--- src/rtl/rom_sweep_pkg.sv ---
// Shared encodings for the ROM address sweeper.
package rom_sweep_pkg;

  typedef enum logic [1:0] {
    MODE_ONCE     = 2'd0,
    MODE_WRAP     = 2'd1,
    MODE_PINGPONG = 2'd2,
    MODE_RSVD     = 2'd3
  } mode_e;

  typedef enum logic [1:0] {
    ST_IDLE  = 2'd0,
    ST_RUN   = 2'd1,
    ST_FLUSH = 2'd2
  } state_e;

  typedef enum logic {
    DIR_UP   = 1'b0,
    DIR_DOWN = 1'b1
  } dir_e;

endpackage

--- src/rtl/rom_sweep_step.sv ---
// Next-address and direction calculation for one sweep step.
module rom_sweep_step
  import rom_sweep_pkg::*;
#(
  parameter int unsigned ADDR_W = 10
) (
  input  logic [ADDR_W-1:0] cur,
  input  logic [ADDR_W-1:0] first,
  input  logic [ADDR_W-1:0] last,
  input  logic [ADDR_W-1:0] stride,
  input  dir_e              dir,
  input  mode_e             mode,
  output logic [ADDR_W-1:0] nxt_cur_c,
  output dir_e              nxt_dir_c,
  output logic              end_c
);

  logic [ADDR_W:0] up_sum;
  logic [ADDR_W:0] dn_diff;
  logic            up_ok;
  logic            dn_ok;

  // One extra bit catches carry out of the top and borrow below zero.
  assign up_sum  = {1'b0, cur} + {1'b0, stride};
  assign dn_diff = {1'b0, cur} - {1'b0, stride};
  assign up_ok   = !up_sum[ADDR_W] && (up_sum[ADDR_W-1:0] <= last);
  assign dn_ok   = !dn_diff[ADDR_W] && (dn_diff[ADDR_W-1:0] >= first);

  // Pick the next address; a bounce that cannot move keeps the current one.
  always_comb begin
    nxt_cur_c = cur;
    nxt_dir_c = dir;
    end_c     = 1'b0;
    if (dir == DIR_UP) begin
      if (up_ok) begin
        nxt_cur_c = up_sum[ADDR_W-1:0];
      end else begin
        case (mode)
          MODE_WRAP: nxt_cur_c = first;
          MODE_PINGPONG: begin
            nxt_dir_c = DIR_DOWN;
            if (dn_ok) nxt_cur_c = dn_diff[ADDR_W-1:0];
          end
          default: end_c = 1'b1;
        endcase
      end
    end else begin
      if (dn_ok) begin
        nxt_cur_c = dn_diff[ADDR_W-1:0];
      end else begin
        nxt_dir_c = DIR_UP;
        if (up_ok) nxt_cur_c = up_sum[ADDR_W-1:0];
      end
    end
  end

endmodule

--- src/rtl/rom_sweep.sv ---
// Sweeps an external async-read ROM over an address range and streams the words out.
module rom_sweep
  import rom_sweep_pkg::*;
#(
  parameter int unsigned ADDR_W = 10,
  parameter int unsigned DATA_W = 32
) (
  input  logic              clk,
  input  logic              rst,
  input  logic              start,
  input  logic              stop,
  input  logic [1:0]        mode,
  input  logic [ADDR_W-1:0] first_addr,
  input  logic [ADDR_W-1:0] last_addr,
  input  logic [ADDR_W-1:0] stride,
  output logic [ADDR_W-1:0] rom_addr,
  input  logic [DATA_W-1:0] rom_data,
  output logic              out_valid,
  input  logic              out_ready,
  output logic [ADDR_W-1:0] out_addr,
  output logic [DATA_W-1:0] out_data,
  output logic              busy,
  output logic              done,
  output logic              err,
  output logic [DATA_W-1:0] chk
);

  state_e            state_q;
  state_e            state_d;
  logic [ADDR_W-1:0] cur_q;
  logic [ADDR_W-1:0] first_q;
  logic [ADDR_W-1:0] last_q;
  logic [ADDR_W-1:0] stride_q;
  mode_e             mode_q;
  dir_e              dir_q;

  logic [ADDR_W-1:0] nxt_cur_c;
  dir_e              nxt_dir_c;
  logic              end_c;

  logic xfer_c;
  logic load_c;
  logic accept_c;
  logic reject_c;
  logic finish_c;

  rom_sweep_step #(
    .ADDR_W (ADDR_W)
  ) u_step (
    .cur       (cur_q),
    .first     (first_q),
    .last      (last_q),
    .stride    (stride_q),
    .dir       (dir_q),
    .mode      (mode_q),
    .nxt_cur_c (nxt_cur_c),
    .nxt_dir_c (nxt_dir_c),
    .end_c     (end_c)
  );

  assign xfer_c   = out_valid & out_ready;
  assign rom_addr = cur_q;

  // Next-state and datapath strobes.
  always_comb begin
    state_d  = state_q;
    load_c   = 1'b0;
    accept_c = 1'b0;
    reject_c = 1'b0;
    finish_c = 1'b0;
    case (state_q)
      ST_IDLE: begin
        if (start) begin
          if (first_addr <= last_addr) begin
            accept_c = 1'b1;
            state_d  = ST_RUN;
          end else begin
            reject_c = 1'b1;
          end
        end
      end
      ST_RUN: begin
        if (stop) begin
          state_d = ST_FLUSH;
        end else if (!out_valid || out_ready) begin
          load_c = 1'b1;
          if (end_c) state_d = ST_FLUSH;
        end
      end
      ST_FLUSH: begin
        if (!out_valid || out_ready) begin
          finish_c = 1'b1;
          state_d  = ST_IDLE;
        end
      end
      default: state_d = ST_IDLE;
    endcase
  end

  // State register.
  always_ff @(posedge clk) begin
    if (rst) state_q <= ST_IDLE;
    else     state_q <= state_d;
  end

  // Config latch, address cursor, output beat and status registers.
  always_ff @(posedge clk) begin
    if (rst) begin
      cur_q     <= '0;
      first_q   <= '0;
      last_q    <= '0;
      stride_q  <= '0;
      mode_q    <= MODE_ONCE;
      dir_q     <= DIR_UP;
      out_valid <= 1'b0;
      out_addr  <= '0;
      out_data  <= '0;
      busy      <= 1'b0;
      done      <= 1'b0;
      err       <= 1'b0;
      chk       <= '0;
    end else begin
      err  <= reject_c;
      done <= finish_c;
      busy <= (state_d != ST_IDLE);

      if (accept_c) begin
        first_q  <= first_addr;
        last_q   <= last_addr;
        stride_q <= (stride == '0) ? ADDR_W'(1) : stride;
        mode_q   <= mode_e'(mode);
        cur_q    <= first_addr;
        dir_q    <= DIR_UP;
        chk      <= '0;
      end else if (xfer_c) begin
        chk <= chk ^ out_data;
      end

      if (load_c) begin
        out_addr  <= cur_q;
        out_data  <= rom_data;
        out_valid <= 1'b1;
        cur_q     <= nxt_cur_c;
        dir_q     <= nxt_dir_c;
      end else if (xfer_c) begin
        out_valid <= 1'b0;
      end
    end
  end

endmodule

--- config.mk ---
export PLATFORM = sky130hd
export DESIGN_NAME = rom_sweep
export DESIGN_NICKNAME = d
export VERILOG_FILES = /design/src/rtl/rom_sweep_pkg.sv /design/src/rtl/rom_sweep_step.sv /design/src/rtl/rom_sweep.sv
export SDC_FILE = /design/constraint.sdc
export NUM_CORES = 1
export LEC_CHECK = 0
export BUFFER_PORTS_ARGS = -buffer_cell sky130_fd_sc_hd__buf_2
export CORE_UTILIZATION = 40
export DETAILED_ROUTE_END_ITERATION = 12
export SYNTH_ARGS = -nofsm -noshare
export SYNTH_HDL_FRONTEND = slang
export SYNTH_SLANG_ARGS = --single-unit
--- constraint.sdc ---
create_clock -name clk -period 6.55 [get_ports clk]
set_input_delay 0.3275 -clock clk [delete_from_list [all_inputs] [get_ports clk]]
set_output_delay 0.3275 -clock clk [all_outputs]
set_load 0.01 [all_outputs]
Yosys cells after proc, flatten, opt, wreduce, memory -nomap -nowiden
Cells that the tools add are included.
{ "totals": {"word_cells": 81, "input_bits": 69, "output_inout_bits": 88, "reg_bits": 123} }
{ "classes": {"reduce_logical": 16, "order_cmp": 3, "bitwise": 5, "n_addsub": 2, "mux": 34, "eq_ne": 7} }
{ "op_table": {"columns": ["operator", "n"], "rows": [
  ["two-way mux 10 bit", 8],
  ["XOR 32 bit", 1],
  ["less-or-equal comparator 10 bit", 2],
  ["one-hot mux 10 bit (2 select lines)", 1],
  ["two-way mux 1 bit", 18],
  ["two-way mux 2 bit", 6],
  ["adder 10 x 10 -> 11 bit", 1],
  ["subtractor 10 x 10 -> 11 bit", 1],
  ["greater-or-equal comparator 10 bit", 1],
  ["zero test 10 bit", 1],
  ["inequality test 4 x 2 -> 1 bit (second input constant)", 2],
  ["one-hot mux 2 bit (3 select lines)", 1],
  ["nonzero test 2 bit", 3],
  ["OR reduction 2 bit", 3],
  ["inequality test 5 x 2 -> 1 bit (second input constant)", 1],
  ["equality test 2 x 1 -> 1 bit (second input constant)", 2],
  ["equality test 2 bit (second input constant)", 2],
  ["AND reduction 4 bit", 1],
  ["zero test 1 bit", 3],
  ["NOT 1 bit", 3],
  ["OR reduction 3 bit", 1],
  ["logical AND 1 bit", 2],
  ["zero test 2 bit", 1],
  ["bitwise AND 1 bit", 1],
  ["logical OR 1 bit", 1]
]} }

Depth between registers and ports, before layout
Gate-level depths: netlist of run 1.
{ "depth": {"ltp_word": 10, "mapped_depth": 19, "mapped_depth_nobuf": 18} }

Hierarchy
Synthesis of run 1 repeated with hierarchy kept, for this count alone.
{ "unflattened": {"hier_cells": 867, "hier_area_um2": 7106.8} }
{ "by_module_without_submodules": {"columns": ["mod", "area_per_inst_um2", "instances", "seq_area_each_um2", "cells_per_inst"], "rows": [
  ["rom_sweep", 5215.0, 1, 2462.4, 609],
  ["rom_sweep_step", 1891.8, 1, 0.0, 258]
]} }

Worst setup path after synthesis of run 1
Ideal clock, no wire load.
{ "synth_path": {"path_type": "reg2reg", "startpoint": "register cur_q[2] (netlist: rom_addr[2])", "endpoint": "register cur_q[6] (netlist: rom_addr[6])", "required_ps": 6433, "arrival_time_ps": 3685, "setup_time_ps": 117, "setup_slack_ps": 2747, "synth_period_minus_slack_ps": 3803, "path_stages_with_launch": 18, "cell_sequence": "dfxtp_1 ha_1 buf_2 or3_1 o211ai_1 a31oi_1 o21bai_1 xnor2_1 ha_1 o21a_1 a2111o_1 a211oi_2 o32a_2 buf_6 nor3_2 a221oi_1 nand2_1 a32o_1"} }
{ "synth_via": {"elab_chain_len": 6, "word_cells_on_any_way": 19, "cone_classes": "2 x add/sub; 2 x order compare; 3 x eq/ne; 7 x mux; 5 x reduce/logical"} }
{ "synth_lines": {"columns": ["element", "line", "source"], "rows": [
  ["start, declared", "rom_sweep.sv:30", "logic [ADDR_W-1:0] cur_q;"],
  ["start signal, assigned", "rom_sweep.sv:132", "cur_q <= first_addr;"],
  ["start signal, assigned", "rom_sweep.sv:143", "cur_q <= nxt_cur_c;"],
  ["branches (longest 6 deep; another with adder 10 x 10 -> 11 bit)", null, null]
]} }
Several ways; the timed one is not identified. The select of a mux whose other input is x is not followed.
A chain may end at the register's enable or synchronous reset.

Worst setup path after layout of run 1
{ "layout_path": {"startpoint": "register cur_q[0] (netlist: rom_addr[0])", "endpoint": "register cur_q[4] (netlist: rom_addr[4])"} }
Same word-level chain as after synthesis.

==> impl_metrics.json, run 1 <==
{
  "total_power_mw": 2.548,
  "slew_headroom_pct": 33.83,
  "synth_seq_cells": 123,
  "post_route_cells_drive_above_1_share_pct": 21.49,
  "power_per_cell_area_nw_per_um2": 316.7,
  "synthToLayoutAreaGrowth_pct": 24.41,
  "grt_pass1_wl_mm": 28.83,
  "cts.htree.levels": 4,
  "sequential_cell_area_um2": 2462,
  "gr-usage-all-layers_pct": 22.36,
  "worst-endpoint-required_ps": 6910,
  "design.core.area_um2": 15830,
  "period_share_pct": 69.31,
  "synthesis.instances": 816,
  "mostFrequentLayoutCells": "205 x nand2_1, 156 x buf_2, 123 x dfxtp_1",
  "fin_hold_ws_ps": 142.0,
  "grt_pass1_vias": 5340,
  "die_height_um": 129.2,
  "setup_viol_count_final": 0,
  "globalplace.congestion": 0.8330,
  "antenna_violating_nets_post_route": 0,
  "cts_tree": "done",
  "detail_route.vias_per_cell": 5.029,
  "critical_path_arrival_ps": 4900,
  "postSynth.topFlopCell": "dfxtp_1",
  "cts_setup_buffers": 0,
  "pin_count_of_the_biggest_net_entering_global_routing": 87,
  "critical-path-slowest-cell": "a31oi_1",
  "setup_repair_after_global_routing_missed_its_margin": "false",
  "maximum_vdd_drop_v": 0.0001872,
  "critical_path.max_fanout": 6,
  "n_fill_cell": 1591,
  "post-route-drc-count": 0,
  "syn_avg_cell_area_um2": 7.926,
  "synthesis.area_um2": 6467,
  "synth-edff-count": 0,
  "crit_path_cell_trace": "ha_1 -> fa_1 -> nand2b_4 -> a221oi_2 -> o22ai_1 -> xor2_1 -> ha_1 -> o21a_1 -> a2111o_1 -> a211oi_2 -> o32ai_1 -> a31oi_1 -> a221oi_1 -> nand2_1 -> a32o_1",
  "hold_path_class": "input port to flop",
  "reg2reg_setup_slack_ps": 2010,
  "path_common_cell": "ha_1",
  "post-route-min-period_ps": 4540,
  "route.detailed.wl_per_inst_um": 15.47,
  "grt_overflow_total": 0,
  "critical_path.top_delay_family": "compound AO/OA/AOI/OAI gates",
  "clockBufferDepth": 2,
  "drt_iter0_markers": 373,
  "synth-seq-area-share_pct": 38.07,
  "dr.pass1.iters": 5,
  "netlist-cell-type-count": 63,
  "cts_resized": 0,
  "tritoncts.num_buffers": 17,
  "ys.warnings.count": 0,
  "post-place-cells": 1152,
  "finish.cell_count_without_fillers": 1184,
  "antenna_found_initial": 0,
  "number_of_hold_repair_buffers_added_at_the_cts_stage": 0,
  "layout_commonest_cell": "nand2_1",
  "finalMaxSlewViolations": 0,
  "finalHoldViolations": 0,
  "start_util_pct": 40.86,
  "run_status": "completed",
  "multi_input_area_um2": 3647,
  "clkSlewWorstSetupHoldPaths_ps": 60,
  "critical_path_class": "flop to flop",
  "cts_sinks": 123,
  "design.final.nets": 1077,
  "io_buffers": 156,
  "io_pins": 157,
  "crit_path_largest_cell_delay_ps": 640,
  "maxCapViolations": 0,
  "drt-total-wl_mm": 18.32,
  "worst-slew-pin-transition_ps": 992.5,
  "design.die.area_um2": 16680,
  "synth_async_sr_flop_share_pct": 0,
  "dr_total_vias": 5954,
  "clockRootBuffer": "clkbuf_16",
  "antennaDiodeCount": 0,
  "hpwlAfterDp_mm": 12.88,
  "fp-row-count": 46,
  "clk_latency_ps": 420,
  "worst_setup_path_end_kind": "flop",
  "timing.critical_path.from_type": "flop",
  "power.static_leakage_nw": 3.563,
  "finalClockSkew_ps": 8.306,
  "timing.setup.tns_ps": 0,
  "horiz_die_dim_um": 129.2,
  "crit_buf_inv": 0,
  "mappedNetlistNets": 938,
  "fmax_mhz": 220.3
}
[worst paths after layout]
check,startpoint,to,depth (start not counted)
hold / removal,rom_data[28],out_data[28]$_SDFFE_PP0P_,3
setup / recovery,rom_addr[0]$_SDFFE_PP0P_,rom_addr[4]$_SDFFE_PP0P_,15
setup reg to reg,rom_addr[0]$_SDFFE_PP0P_,rom_addr[4]$_SDFFE_PP0P_,15
hold reg to reg,out_addr[5]$_SDFFE_PP0P_,out_addr[5]$_SDFFE_PP0P_,2
[per-layer routing]
layer	vias to the layer above	global-route usage, %	routed length, µm
li1	3013	-	-
met1	2747	30.09	8647
met2	171	35.93	8533
met3	23	5.491	957
met4	0	5.260	180
met5	-	0	0
[flip-flops by register name, indices dropped and copies added (netlist names)]
register and count:
first_q 10, err 1, chk 32, out_addr 10, busy 1, rom_addr 10
dir_q 1, out_valid 1, out_data 32, mode_q 2, state_q 2, last_q 10
stride_q 10, done 1
[worst reg2reg max path, stage by stage (launching register included)]
cell      delay (ps)
dfxtp_1          340
ha_1             260
fa_1             460
nand2b_4         110
a221oi_2          70
o22ai_1          360
xor2_1           360
ha_1             340
o21a_1           190
a2111o_1         420
a211oi_2         260
o32ai_1          190
a31oi_1          650
a221oi_1         230
nand2_1          100
a32o_1           160
[Yosys cell counts, drive strengths merged (2+ instances only)]
library cell / instances / area [µm²]
a211o: 3 / 26.28
a211oi: 5 / 42.54
a21o: 8 / 60.06
a21oi: 88 / 440.4
a221oi: 8 / 82.58
a311oi: 4 / 41.29
a31oi: 4 / 25.02
a32o: 6 / 60.06
a32oi: 3 / 33.79
and2: 4 / 25.02
and3: 3 / 18.77
buf: 12 / 63.81
clkbuf: 31 / 116.4
dfxtp: 123 / 2462
fa: 2 / 40.04
ha: 51 / 638.1
inv: 50 / 187.7
mux2i: 4 / 40.04
nand2: 205 / 769.5
nand2b: 15 / 101.3
nand3: 4 / 20.02
nand4: 5 / 31.28
nor2: 61 / 229.0
nor2b: 5 / 31.28
nor3: 9 / 50.05
nor3b: 4 / 30.03
nor4: 3 / 18.77
o21a: 3 / 22.52
o21ai: 14 / 70.06
o21bai: 4 / 30.03
o22a: 2 / 17.52
o22ai: 2 / 12.51
o32ai: 2 / 36.29
or3: 6 / 37.54
xnor2: 9 / 78.83
xor2: 37 / 324.1
[area by class of cell]
type,instances,area share (%)
clock inverter,14,2.566
inverter,50,2.332
multi-input combinational,600,45.33
timing repair buffer,163,10.36
tap,216,3.359
clock buffer,18,5.458
sequential,123,30.60
[cells by family (layout without fill, tap and decap cells)]
kind of cell / after synthesis / count (layout) / share of synthesized area (%)
xor gates and xnor gates: 46 / 46 / 6.230
buffers and inverters: 93 / 245 / 5.688
adders and majority gates: 53 / 53 / 10.49
AOI/OAI and AO/OA: 164 / 164 / 16.64
muxes: 5 / 5 / 0.7932
DFF: 123 / 123 / 38.07
and+or+nand+nor: 332 / 332 / 22.09
[through the flow]
stage | utilization [%] | setup slack, ps | area, µm²
after CTS | 50.84 | 2129 | 8046
after global routing | 50.84 | 1705 | 8046
final | 50.84 | 2010 | 8046
after detailed placement | 46.76 | 2175 | 7401
after global placement | 46.76 | 2169 | 7401
after floorplan | - | 2747 | 6467
[power by group]
group	internal [mW]	switching, mW
registers	0.785	0.0342
logic	0.273	0.429
clock network	0.656	0.371
Note: power is estimated with default switching activity, not from simulation.
==> run 2: changes to the inputs <==
Settings changed: PLACE_DENSITY from default to 0.65.
Clock period 6.55 ns to 4.08 ns, I/O delays scaled along.
==> run 2 against run 1 <==
Against the previous run:
- the flow now finishes with violations (setup timing)
- first-iteration DRC count down 11%
- combinational power up 130%
- maximum frequency up 10%
- critical path depth up 1
- setup slack worse by 2000 ps
- worst hold slack worse by 130 ps
- clock power up 48%
- sequential power up 60%
- final area up 7.6%
- routed wire length up 9.4%
- total power up 74%
- clock-buffer cell count up 2
==> impl_metrics.json, run 2 (same netlist as run 1, synthesis figures left out) <==
{
  "antenna_found_initial": 0,
  "globalplace.congestion": 0.9061,
  "finalClockSkew_ps": 11.48,
  "mostFrequentLayoutCells": "205 x nand2_1, 156 x buf_2, 115 x dfxtp_1",
  "power_per_cell_area_nw_per_um2": 512.9,
  "violations_in_the_final_reports": "setup timing",
  "drt_iter0_markers": 333,
  "horiz_die_dim_um": 129.2,
  "detail_route.vias_per_cell": 5.061,
  "hpwlAfterDp_mm": 14.13,
  "critical_path_class": "flop to flop",
  "io_buffers": 156,
  "fin_area_um2": 8657,
  "power.share.combinational_pct": 36.2,
  "multi_input_area_um2": 3920,
  "grt_pass1_wl_mm": 30.08,
  "tritoncts.num_buffers": 17,
  "run_status": "finished, violations left",
  "dr_total_vias": 6256,
  "design.final.nets": 1129,
  "antennaDiodeCount": 0,
  "cts.htree.levels": 4,
  "route.detailed.wl_per_inst_um": 16.21,
  "post-route-drc-count": 0,
  "fp-row-count": 46,
  "setup_viol_count_final": 5,
  "worst_setup_path_end_kind": "flop",
  "clockRootBuffer": "clkbuf_16",
  "io_pins": 157,
  "sequential_cell_area_um2": 2472,
  "timing.critical_path.from_type": "flop",
  "internal-power_mw": 2.935,
  "busiest_layer": "met2",
  "grt_overflow_total": 0,
  "finalMaxSlewViolations": 0,
  "post_route_cells_drive_above_1_share_pct": 29.61,
  "grtUsageMet2_pct": 37.73,
  "pin_count_of_the_biggest_net_entering_global_routing": 57,
  "critical_path.top_delay_family": "compound AO/OA/AOI/OAI gates",
  "worst-endpoint-required_ps": 4440,
  "antenna_violating_nets_post_route": 0,
  "maximum_vdd_drop_v": 0.0003914,
  "n_fill_cell": 1527,
  "setup_repair_after_global_routing_missed_its_margin": "true",
  "top_regs": "chk x32, out_data x32",
  "groute.layer.met1.usage_pct": 31.91,
  "worst-slew-pin-transition_ps": 917.2,
  "start_util_pct": 40.86,
  "design.core.area_um2": 15830,
  "power.static_leakage_nw": 3.872,
  "critical_path.max_fanout": 5,
  "cts_sinks": 123,
  "drt-total-wl_mm": 20.04,
  "fmax_mhz": 243.4,
  "critical-path-slowest-cell": "a2111o_1",
  "fin_hold_ws_ps": 11.05,
  "final_critical_path_setup_slack_ps": -28.83,
  "layout_commonest_cell": "nand2_1",
  "maxCapViolations": 0,
  "clkSlewWorstSetupHoldPaths_ps": 60,
  "cts_tree": "done",
  "crit_path_largest_cell_delay_ps": 400,
  "clockBufferDepth": 2,
  "hold_path_class": "input port to flop",
  "post-route-min-period_ps": 4109,
  "finalCoreUtilization_pct": 54.70,
  "crit_path_cell_trace": "inv_2 -> ha_4 -> or3_4 -> o211ai_1 -> nand2_1 -> xnor2_2 -> ha_1 -> a211o_1 -> a2111o_1 -> a211oi_4 -> buf_4 -> o32a_4 -> nor4bb_4 -> or3b_1 -> a221oi_2 -> o21bai_1",
  "global_route_met3_usage_pct": 4.294,
  "slew_headroom_pct": 38.72,
  "timing.setup.tns_ps": -93.50,
  "grt_pass1_vias": 5678,
  "power_frac_clock_pct": 34.2,
  "power.share.sequential_pct": 29.6,
  "power_spent_charging_and_discharging_nets_mw": 1.505,
  "clk_latency_ps": 430,
  "gr-usage-all-layers_pct": 23.60,
  "placed_area_um2": 7641,
  "die_height_um": 129.2,
  "critical_path_arrival_ps": 4470,
  "crit_buf_inv": 2,
  "design.die.area_um2": 16680,
  "dr.pass1.iters": 5,
  "finalHoldViolations": 0,
  "power_switching_share_pct": 33.89,
  "synthToLayoutAreaGrowth_pct": 33.86,
  "period_share_pct": 100.7
}
[run 2: final timing paths]
check	start	end	slack, ps	cells past startpoint
setup / recovery	stride_q[3]$_SDFFE_PP0P_	busy$_SDFF_PP0_	-30	16
hold / removal	rom_data[24]	out_data[24]$_SDFFE_PP0P_	10	3
setup reg to reg	stride_q[3]$_SDFFE_PP0P_	busy$_SDFF_PP0_	-30	16
hold reg to reg	out_addr[6]$_SDFFE_PP0P_	out_addr[6]$_SDFFE_PP0P_	450	2
[run 2: area by class of cell]
class                           count  share of cell area, %
Clock buffer                       20                  5.275
Clock inverter                     12                  1.590
Inverter                           50                  2.168
Multi-Input combinational cell    602                  45.28
Sequential cell                   123                  28.56
Tap cell                          216                  3.122
Timing Repair Buffer              213                  14.00
[run 2: power by group through the flow]
stage | clock (mW) | sequential, mW | combinational, mW
after CTS | 1.53 | 1.31 | 1.40
final | 1.52 | 1.31 | 1.61
after floorplan | 0 | 1.34 | 0.800
after detailed placement | 0 | 1.33 | 1.28
after global routing | 1.59 | 1.32 | 1.74
after global placement | 0 | 1.33 | 1.28
[run 2: worst register-to-register path, stage by stage, from the launching register on]
cell and delay [ps]:
dfxtp_2 330, inv_2 50, ha_4 210, or3_4 380
o211ai_1 270, nand2_1 150, xnor2_2 170, ha_1 310
a211o_1 310, a2111o_1 400, a211oi_4 270, buf_4 160
o32a_4 190, nor4bb_4 60, or3b_1 390, a221oi_2 260
o21bai_1 140
[run 2: timing repair]
action,CTS,global route
gates resized for setup,18,34
endpoints found under the hold margin,0,0
pin swaps,18,38
gates cloned,1,1
hold buffers,0,0
setup endpoints to repair,12,14
buffers inserted,6,12
[run 2: through the flow]
stage	cells	setup WS (ps)	total power [mW]
after floorplan	816	277.5	2.143
after global placement	1184	-38.31	2.617
after detailed placement	1184	-163.7	2.614
after CTS	1223	12.04	4.246
after global routing	1236	-193.9	4.651
final	1236	-28.83	4.440
[run 2: layer usage]
| metal | wire [µm] | vias up |
|---|---|---|
| met3 | 998 | 31 |
| met4 | 365 | 0 |
| met5 | 0 | - |
| met1 | 9210 | 2886 |
| met2 | 9461 | 214 |
| li1 | - | 3125 |
